==> src/rtl/ram_master.sv <==
// rtl/ram_master.sv - request/response initiator sequencing a synchronous-read data RAM port
// Optional byte-enable read-modify-write path: define RAM_MASTER_RMW_EN.
module ram_master #(
  parameter int ADDR_W    = 20,
  parameter int DATA_W    = 32,
  parameter int DOUT_W    = 48,
  parameter int MEM_DEPTH = 128
) (
  input  logic              clk,
  input  logic              rst,
  input  logic              req_valid,
  output logic              req_ready,
  input  logic              req_we,
  input  logic [ADDR_W-1:0] req_addr,
  input  logic [DATA_W-1:0] req_wdata,
  input  logic [3:0]        req_be,
  output logic              rsp_valid,
  input  logic              rsp_ready,
  output logic [DATA_W-1:0] rsp_rdata,
  output logic              rsp_err,
  output logic [ADDR_W-1:0] ram_addr,
  output logic [DATA_W-1:0] ram_din,
  output logic              ram_we,
  input  logic [DOUT_W-1:0] ram_dout
);

  typedef enum logic [2:0] {
    IDLE    = 3'd0,
    RD_WAIT = 3'd1,
    RD_CAP  = 3'd2,
    WR      = 3'd3,
    RESP    = 3'd4,
    RMW_CAP = 3'd5
  } state_t;

  state_t state;
  logic   in_range;

  assign req_ready = (state == IDLE);
  assign in_range  = (req_addr < ADDR_W'(MEM_DEPTH));

`ifdef RAM_MASTER_RMW_EN
  logic [DATA_W-1:0] wdata_q;
  logic [3:0]        be_q;
  logic              rmw_q;
  logic [DATA_W-1:0] merged;
  logic              unused_dout_hi;

  assign unused_dout_hi = ^ram_dout[DOUT_W-1:DATA_W];

  // Enabled bytes come from the request, the rest from the word just read back.
  always_comb begin
    merged = ram_dout[DATA_W-1:0];
    for (int i = 0; i < 4; i++) begin
      if (be_q[i]) merged[8*i +: 8] = wdata_q[8*i +: 8];
    end
  end
`else
  logic unused_dout_hi;

  assign unused_dout_hi = ^{ram_dout[DOUT_W-1:DATA_W], req_be};
`endif

  always_ff @(posedge clk) begin
    if (rst) begin
      state     <= IDLE;
      rsp_valid <= 1'b0;
      rsp_rdata <= '0;
      rsp_err   <= 1'b0;
      ram_addr  <= '0;
      ram_din   <= '0;
      ram_we    <= 1'b0;
`ifdef RAM_MASTER_RMW_EN
      wdata_q   <= '0;
      be_q      <= '0;
      rmw_q     <= 1'b0;
`endif
    end else begin
      case (state)
        IDLE: begin
          if (req_valid) begin
            if (!in_range) begin
              rsp_valid <= 1'b1;
              rsp_err   <= 1'b1;
              rsp_rdata <= '0;
              state     <= RESP;
            end else if (req_we) begin
`ifdef RAM_MASTER_RMW_EN
              if (req_be == 4'h0) begin
                rsp_valid <= 1'b1;
                rsp_rdata <= '0;
                state     <= RESP;
              end else if (req_be != 4'hF) begin
                ram_addr <= req_addr;
                ram_we   <= 1'b0;
                wdata_q  <= req_wdata;
                be_q     <= req_be;
                rmw_q    <= 1'b1;
                state    <= RD_WAIT;
              end else begin
                ram_addr <= req_addr;
                ram_din  <= req_wdata;
                ram_we   <= 1'b1;
                state    <= WR;
              end
`else
              ram_addr <= req_addr;
              ram_din  <= req_wdata;
              ram_we   <= 1'b1;
              state    <= WR;
`endif
            end else begin
              ram_addr <= req_addr;
              ram_we   <= 1'b0;
`ifdef RAM_MASTER_RMW_EN
              rmw_q    <= 1'b0;
`endif
              state    <= RD_WAIT;
            end
          end
        end
        RD_WAIT: begin
`ifdef RAM_MASTER_RMW_EN
          state <= rmw_q ? RMW_CAP : RD_CAP;
`else
          state <= RD_CAP;
`endif
        end
        RD_CAP: begin
          rsp_rdata <= ram_dout[DATA_W-1:0];
          rsp_valid <= 1'b1;
          state     <= RESP;
        end
`ifdef RAM_MASTER_RMW_EN
        RMW_CAP: begin
          ram_din <= merged;
          ram_we  <= 1'b1;
          rmw_q   <= 1'b0;
          state   <= WR;
        end
`endif
        WR: begin
          ram_we    <= 1'b0;
          rsp_valid <= 1'b1;
          rsp_rdata <= '0;
          state     <= RESP;
        end
        RESP: begin
          if (rsp_ready) begin
            rsp_valid <= 1'b0;
            rsp_err   <= 1'b0;
            state     <= IDLE;
          end
        end
        default: state <= IDLE;
      endcase
    end
  end

endmodule
==> config.mk <==
export PLATFORM = sky130hd
export DESIGN_NAME = ram_master
export DESIGN_NICKNAME = d
export VERILOG_FILES = /design/src/rtl/ram_master.sv
export SDC_FILE = /design/constraint.sdc
export NUM_CORES = 1
export LEC_CHECK = 0
export CAP_MARGIN = 20
export CORE_ASPECT_RATIO = 2
export CORE_MARGIN = 2
export CORE_UTILIZATION = 34
export DETAILED_ROUTE_END_ITERATION = 6
export PLACE_DENSITY = 0.79
export REMOVE_ABC_BUFFERS = 1
export SYNTH_ARGS = -nofsm -noshare
export SYNTH_HDL_FRONTEND = slang
export SYNTH_SLANG_ARGS = --single-unit
==> constraint.sdc <==
create_clock -name clk -period 1.6 [get_ports clk]
set_input_delay 0.24 -clock clk [delete_from_list [all_inputs] [get_ports clk]]
set_output_delay 0.24 -clock clk [all_outputs]
set_load 0.05 [all_outputs]
**Word-level counts from Yosys, hierarchy flattened**

Index checks and enable logic that the tools add are counted.

- Memories kept: 0
- Latch bits: 0
- Bits in writable memories: 0
- Bits in registers: 90
- Memory bits (read-only): 0
- Input port bits: 109

- Reductions and logical operators: 13
- Multiply operators: 0
- Shift-type cells: 0
- $add $sub $neg: 0
- Divide/modulo/power cells: 0
- Bitwise logic cells: 0
- $lt $le $gt $ge: 1
- Muxes and demuxes: 17
- Eq/ne operators: 8

Operators with widths:

| cell | number |
|---|---|
| 32-bit case mux with 3 select lines | 1 |
| 32-bit two-way mux | 2 |
| 20-bit by 8-bit less-than comparator with 1-bit output, second input constant | 1 |
| 3-bit case mux with 4 select lines | 1 |
| 4-bit AND reduction | 3 |
| 3-bit two-way mux | 3 |
| 3-bit AND reduction | 3 |
| 3-bit by 2-bit == test with 1-bit output, second input constant | 2 |
| 1-bit two-way mux | 6 |
| 2-bit inequality test, second input constant | 3 |
| 3-bit nonzero test | 2 |
| 1-bit case mux with 2 select lines | 2 |
| 2-bit nonzero test | 2 |
| 3-bit by 1-bit == test with 1-bit output, second input constant | 1 |
| 3-bit == test, second input constant | 1 |
| 3-bit logical NOT | 1 |
| 1-bit case mux with 3 select lines | 1 |
| 2-bit two-way mux | 1 |
| 2-bit by 1-bit inequality test with 1-bit output, second input constant | 1 |
| 2-bit AND reduction | 1 |
| 2-bit OR reduction | 1 |

**Logic depth before layout (Yosys ltp)**

Gate-level depths: netlist of run 1.

- Depth in word-level cells: 4
- Gate-level depth with buffers: 6

**Least setup slack after synthesis of run 1**

Ideal clock, no wire load.

- Kind: register -> register
- Start point: register state[2]
- End point: register ram_din[10]
- Library setup time: 0.072 ns
- Period minus slack after synthesis: 2.121 ns
- Setup slack: -0.521 ns
- Data arrival time: 2.049 ns
- Buffers on the path: 1
- Required time: 1.528 ns
- Stages on the path, launching flop included: 6
- Cell sequence: dfxtp_1 > nor3_2 > nand3_1 > nor2_2 > buf_4 > mux2i_1

- Longest elaborated chain between the ends: 2

RTL lines:

| what | RTL line | source |
|---|---|---|
| start: declaration | 36 | `state_t state;` |
| start signal: assignment | 66 | `state <= IDLE;` |
| start signal: assignment | 86 | `state <= RESP;` |
| start signal: assignment | 110 | `state <= WR;` |
| 3-bit logical NOT | -- |  |
| net req_ready | 12 | `output logic req_ready,` |
| 4-bit AND reduction (no line) | -- |  |
| end signal: assignment | 108 | `ram_din <= req_wdata;` |
| end: declaration | 22 | `output logic [DATA_W-1:0] ram_din,` |

The timed path passes the listed nets, and every way through them passes these cells.
A chain may end at the register's enable or synchronous reset.

**Final worst setup path of run 1**

- Start point: register state[2]
- End point: output req_ready

- Longest elaborated chain between the ends: 1

RTL lines:

| what | RTL line | source |
|---|---|---|
| 3-bit logical NOT | 39 | `assign req_ready = (state == IDLE);` |
| end: declaration | 12 |  |

No other way between the ends.

==> metrics.txt, run 1 <==
setup slack, reg-to-reg=roughly 100 ps; utilization after layout=57.3%; startpoint types=register; post-placement cell count=roughly 610; worst-path fanout max=6; global-route wire length before repair=about 14,000 um; die height=146 um; LEAKAGE=around 0.0023 uW; fmax=between 600 and 700 MHz; Skew-Pair Late Insertion Delay=between 300 and 400 ps; nets=~600; Slowest cell on crit path=dfxtp_1; TNS Setup=0 ps; Reg clk slew, reported paths=60 ps; CTS Hold Bufs=0; final antenna diode count=0; FF-to-FF path depth=6; max cap viols=0; PortBufs=roughly 180; row cnt=51; Pwr Total=roughly 4800 uW; register area=roughly 1800 sq um; Crit path max-delay family=flip-flops; HP Class=in2reg; Hold Violations, Final=0; Final Cell Area=roughly 5600 sq um; main flop type after synthesis=dfxtp_1; routed vias=approximately 2.9k; clock root buffer=clkbuf_16; First-pass DRT Iterations=4; path type of the worst setup path=reg2out; power density cells=between 800 and 900 nW/um^2; syn avg cell area=between 10 and 15 sq um; Worst Path Arrival=between 1000 and 1500 ps; Async S/R FF share, synth=0%; Tcrit/Tclk final=94.5%; DRT iter0 DRCs=between 70 and 80; vias per cell=4.64; non-filler cells, final=about 620; Post-synth EDFFs=0; Slew Limit Fails=0; largest net degree at the start of global routing=81; antenna viol nets, final=0; Overall Global Routing Usage=between 10% and 20%; Mapped Cells=around 310; remaining global-route overflow=0; core footprint=between 9000 and 10,000 sq um; Switch Pwr=just under 1000 uW; CTS max path bufs=2; worst slew pin tran=between 300 and 400 ps; HP Start=rst; worst reg2reg path startpoint=state[2]$_SDFFE_PP0P_; Final Setup Violations=0; Buffers & Inverters on Critical Path=2; post-synthesis cell type count=29; post-synthesis register bit count=90; worst hold path cell count=2; fraction of layout cells with a size suffix above 1=26.5%; Clock power frac=between 40% and 50%; post-synthesis cell area=3430 sq um; run status=completed; Final min period=1510 ps; CP Data Required Time=about 1400 ps; post-DP HPWL=7200 um; FF-to-FF End=ram_din[2]$_SDFFE_PP0P_; Clock Sink Count=90; Final Wtd Congestion=~0.8; sequence of cells on the critical path=nor3_4, buf_4, buf_12; Switching Fraction=20.4%; per-cell routed wire length=15.2 um; Post-route DRC=0; total CTS buffers=9; die area=11,000 sq um; CTS tree=done; antenna violations before repair=0; WHS Endpoint=rsp_err$_SDFFE_PP0P_; Post-DP Area=around 5200 sq um; relative slew slack=77.4%; Die W=about 75 um; wirelength, routed=~9500 um; Comb power frac=between 8 and 9%; number of I/O pins=between 150 and 200; Internal=~3800 uW; number of global-route vias before repair=slightly below 3k; sequential area share after synthesis=52.5%; H-Tree Depth=3; area of the multi-input gates=1540 sq um; Initial Util=35.2%; slowest stage delay, CP=between 300 and 400 ps; Seq pwr share=47.2%; peak supply drop=roughly 0.00054 V; CP endpoint kind=output pin; area growth from synthesis to layout=63.1%; CP startpoint=state[2]$_SDFFE_PP0P_; # fillers=875; Yosys Warn Count=0; clock skew=9.98 ps
[metal layers]
metal | vias up | track usage, % | wire length [um]
li1 | 1420 | - | -
met1 | 1355 | 14.7 | 3100
met2 | 101 | 32.7 | 5560
met3 | 15 | 3.80 | 530
met4 | 0 | 8.13 | 267
met5 | - | 0 | 0
[layout make-up]
class / instances / share of cell area, %
Clock buffer: 11 / 4.52
Tap cell: 132 / 2.95
Inverter: 2 / 0.134
Timing Repair Buffer: 191 / 31.8
Clock inverter: 4 / 0.917
Multi-Input combinational cell: 193 / 27.5
Sequential cell: 90 / 32.2
[Yosys cell counts (2+ instances only)]
library cell / number / area share, %
dfxtp_1: 90 / 52
buf_2: 2 / 0.29
a22o_1: 32 / 8.2
a21oi_1: 3 / 0.44
nor3b_1: 14 / 3.1
buf_6: 3 / 0.98
nand3_1: 2 / 0.29
nor2_1: 4 / 0.44
nor4_4: 2 / 1.2
nand2_1: 3 / 0.33
mux2i_1: 39 / 11
inv_1: 2 / 0.22
clkbuf_1: 13 / 1.4
nand2b_1: 79 / 14
nor3_1: 2 / 0.29
buf_4: 3 / 0.66
o21ai_0: 2 / 0.29
[how the worst max path moves through the flow]
stage	cells past startpoint	end	slack (ps)
after global placement	7	ram_din[21]$_SDFFE_PP0P_	-410
after detailed placement	7	ram_din[2]$_SDFFE_PP0P_	-470
final	3	req_ready	90
after global routing	4	rsp_rdata[14]$_SDFFE_PP0P_	-3
after CTS	8	ram_din[2]$_SDFFE_PP0P_	30
after floorplan	4	ram_din[0]$_SDFFE_PP0P_	-1360
[metrics by stage]
step                      setup WS (ps)  hold WS [ps]
after global placement             -409           451
after floorplan                   -1360           309
after CTS                          25.8           259
after global routing              -3.10           277
final                              88.2           283
after detailed placement           -473           456
[cell usage in the layout, fill, tap and decap left out, types with 2 or more instances in the layout]
master / synthesis / layout
dlygate4sd2_1: 0 / 6
nor4_4: 2 / 2
a21oi_1: 3 / 3
inv_1: 2 / 2
nand2b_1: 79 / 79
nand2_1: 3 / 3
clkdlybuf4s50_1: 0 / 76
buf_12: 0 / 6
o21ai_0: 2 / 2
clkbuf_16: 0 / 10
dlymetal6s2s_1: 0 / 5
a22o_1: 32 / 32
dfxtp_1: 90 / 90
clkbuf_8: 0 / 2
nor2_1: 4 / 3
nor3b_1: 14 / 13
buf_4: 3 / 93
nand3_1: 2 / 2
mux2i_1: 39 / 39
nor3_4: 0 / 2
[state kept, by name (all words and copies together) (netlist names)]
signal / count
ram_we: 1
rsp_err: 1
state: 3
rsp_valid: 1
rsp_rdata: 32
ram_din: 32
ram_addr: 20
[worst reg2reg max path, stage by stage, from the launching register on]
cell and delay [ps]:
dfxtp_1 370, nor3_4 250, nand3_1 150, nor2_4 190, buf_12 140, clkbuf_16 140, mux2i_1 190
[kinds of logic after synthesis]
kind of cell	synth area share, %
flops	52.5
compound gates	10.6
simple gates	21.9
mux	11.4
buf+inv	3.68
[repair_timing]
action / in CTS / in global routing
gates resized for setup: 11 / 9
setup endpoints to repair: 72 / 33
buffers inserted: 2 / 1
pin swaps: 4 / 5
cloned: 1 / 1
[power groups by stage]
stage | combinational (uW) | clock [uW] | sequential [uW]
6_report | 414 | 2110 | 2250
5_1_grt | 443 | 2250 | 2250
4_1_cts | 417 | 2170 | 2250
3_5_place_dp | 420 | 0 | 2300
3_3_place_gp | 412 | 0 | 2300
2_1_floorplan | 98.3 | 0 | 2320
(Power assumes the default switching activity.)
==> run 2: changes to the inputs <==
--- a/config.mk
+++ b/config.mk
@@ -8,9 +8,10 @@
 export CAP_MARGIN = 20
 export CORE_ASPECT_RATIO = 2
 export CORE_MARGIN = 2
-export CORE_UTILIZATION = 34
+export CORE_UTILIZATION = 41
+export CTS_CLUSTER_SIZE = 28
 export DETAILED_ROUTE_END_ITERATION = 6
-export PLACE_DENSITY = 0.79
+export PLACE_DENSITY = 0.89
 export REMOVE_ABC_BUFFERS = 1
 export SYNTH_ARGS = -nofsm -noshare
 export SYNTH_HDL_FRONTEND = slang
==> constraint.sdc (replaced) <==
create_clock -name clk -period 1.8 [get_ports clk]
set_input_delay 0.27 -clock clk [delete_from_list [all_inputs] [get_ports clk]]
set_output_delay 0.27 -clock clk [all_outputs]
set_load 0.05 [all_outputs]
==> run 2 against run 1 <==
Register-to-register slack improved by 130 ps; total power fell by 5.4%; sequential power fell by 11%; sequential share of layout area fell by 0.68 points; combinational power fell by 8.9%; critical path depth fell by 2; via count rose by 0.31%; core utilization rose by 13 points; non-clock buffer count fell by 2.
==> metrics.txt, run 2 (same netlist as run 1, synthesis figures left out) <==
run status=completed (unchanged); number of global-route vias before repair=2,949 (was 2,922); Die W=68.7 um (was 75.0 um); biggest regs=ram_din x32, rsp_rdata x32, ram_addr x20 (unchanged); global-route wire length before repair=14,000 um (was 13,900 um); Slowest cell on crit path=clkdlybuf4s50_1 (was dfxtp_1); PortBufs=176 (unchanged); antenna viol nets, final=0 (unchanged); Initial Util=42.0% (was 35.2%); Final Wtd Congestion=0.798 (was 0.803); row cnt=47 (was 51); clock root buffer=clkbuf_16 (unchanged); unrepaired setup endpoints after global routing=no; Post-DP Area=5300 sq um (was 5190 sq um); antenna violations before repair=0 (unchanged); hold slack final=300 ps (was 283 ps); largest net degree at the start of global routing=42 (was 81); Skew-Pair Late Insertion Delay=330 ps (was 340 ps); # fillers=623 (was 875); Reg clk slew, reported paths=60 ps (about the same); H-Tree Depth=3 (unchanged); wirelength, routed=9480 um (was 9460 um); routed vias=2,900 (was 2,891); Slew Limit Fails=0 (unchanged); total CTS buffers=9 (unchanged); First-pass DRT Iterations=4 (unchanged); CTS tree=done (unchanged); power density cells=790 nW/um^2 (was 853 nW/um^2); peak supply drop=0.000536 V (was 0.000544 V); Crit path max-delay family=buffers and inverters (was flip-flops); non-filler cells, final=588 (was 623); Final Setup Violations=0 (unchanged); number of I/O pins=197 (unchanged); LEAKAGE=0.00225 uW (was 0.00228 uW); Clock Sink Count=90 (unchanged); clock skew=8.49 ps (was 9.98 ps); Final Cell Area=5720 sq um (was 5600 sq um); Buffers & Inverters on Critical Path=1 (was 2); fraction of layout cells with a size suffix above 1=10.4% (was 26.5%); core footprint=8170 sq um (was 9760 sq um); commonest non-fill, non-tap cell in the layout=clkdlybuf4s50_1 (was buf_4); post-placement cell count=570 (was 605); sequence of cells on the critical path=clkdlybuf4s50_1 (was nor3_4, buf_4, buf_12); worst-path fanout max=2 (was 6); die area=9160 sq um (was 11,000 sq um); remaining global-route overflow=0 (unchanged); per-cell routed wire length=16.1 um (was 15.2 um); HP Class=in2reg (unchanged); Post-route DRC=0 (unchanged); CTS max path bufs=2 (unchanged); path type of the worst setup path=reg2out (unchanged); area growth from synthesis to layout=66.6% (was 63.1%); final antenna diode count=0 (unchanged); post-DP HPWL=6870 um (was 7200 um); startpoint types=register (unchanged); Tcrit/Tclk final=98.3%; CP endpoint kind=output pin (unchanged); nets=594 (was 596); Hold Violations, Final=0 (unchanged); slowest stage delay, CP=840 ps (was 370 ps); post-CTS setup repair buffer count=0 (was 2); vias per cell=4.93 (was 4.64); DRT iter0 DRCs=87 (was 79); most frequent cells in the layout=clkdlybuf4s50_1, dfxtp_1, nand2b_1 (was buf_4, dfxtp_1, nand2b_1); Overall Global Routing Usage=20.4% (was 16.7%); CP Data Required Time=1530 ps (was 1360 ps); relative slew slack=62.6% (was 77.4%); die height=133 um (was 146 um); max cap viols=0 (unchanged); worst slew pin tran=561 ps (was 339 ps); fmax=565 MHz; Final min period=between 1500 and 2000 ps; Worst Path Arrival=1500 ps (was 1270 ps)
[run 2: cell types whose count changed in the layout (fill, tap and decap cells not counted), sizes merged]
cell | previous run | this run
dlymetal6s2s | 5 | 10
clkinv | 2 | 1
buf | 103 | 27
bufinv | 1 | 3
dlygate4sd2 | 6 | 1
clkdlybuf4s50 | 76 | 149
clkbuf | 12 | 14
clkinvlp | 1 | 0
[run 2: cell type report]
class	count	area, sq um	share of cell area (%)
Inverter	2	7.51	0.131
Clock buffer	12	246	4.31
Timing Repair Buffer	189	1930	33.7
Multi-Input combinational cell	193	1510	26.5
Sequential cell	90	1800	31.5
Tap cell	98	123	2.14
Clock inverter	4	98.8	1.73
[run 2: timing repair]
action                     in CTS  in global routing
resized for setup               1                 10
cloned                          0                  2
setup endpoints to repair       1                 16
hold buffers                    0                  0
pin swaps                       0                  1
[run 2: where the power goes]
part           total [uW]  internal (uW)  switching, uW
Combinational         377            246            131
Sequential           2000           2000           4.25
Clock                2140           1400            739
[run 2: final timing paths]
path,cells after the start,start,endpoint,slack [ps]
setup / recovery,1,ram_addr[7]$_SDFFE_PP0P_,ram_addr[7],30
hold / removal,2,rst,rsp_err$_SDFFE_PP0P_,300
setup reg to reg,5,state[2]$_SDFFE_PP0P_,ram_din[24]$_SDFFE_PP0P_,230
hold reg to reg,1,rsp_rdata[26]$_SDFFE_PP0P_,rsp_rdata[26]$_SDFFE_PP0P_,470
[run 2: routing by layer]
layer | vias up | share of wire (%) | GRT usage, %
li1 | 1413 | - | -
met1 | 1324 | 34 | 20.5
met2 | 127 | 54 | 35.5
met3 | 36 | 6.7 | 4.90
met4 | 0 | 4.8 | 12.7
met5 | - | 0 | 0
[run 2: per-stage QoR]
step | setup TNS [ps] | setup WS (ps) | utilization, % | total power (uW)
global route | 0 | 0.452 | 69.9 | 4660
detailed placement | -16720 | -264 | 64.8 | 2410
finish | 0 | 30.6 | 69.9 | 4520
floorplan | -85790 | -1160 | - | 2150
CTS | 0 | 5.29 | 69.0 | 4550
global placement | -13690 | -216 | 64.8 | 2400
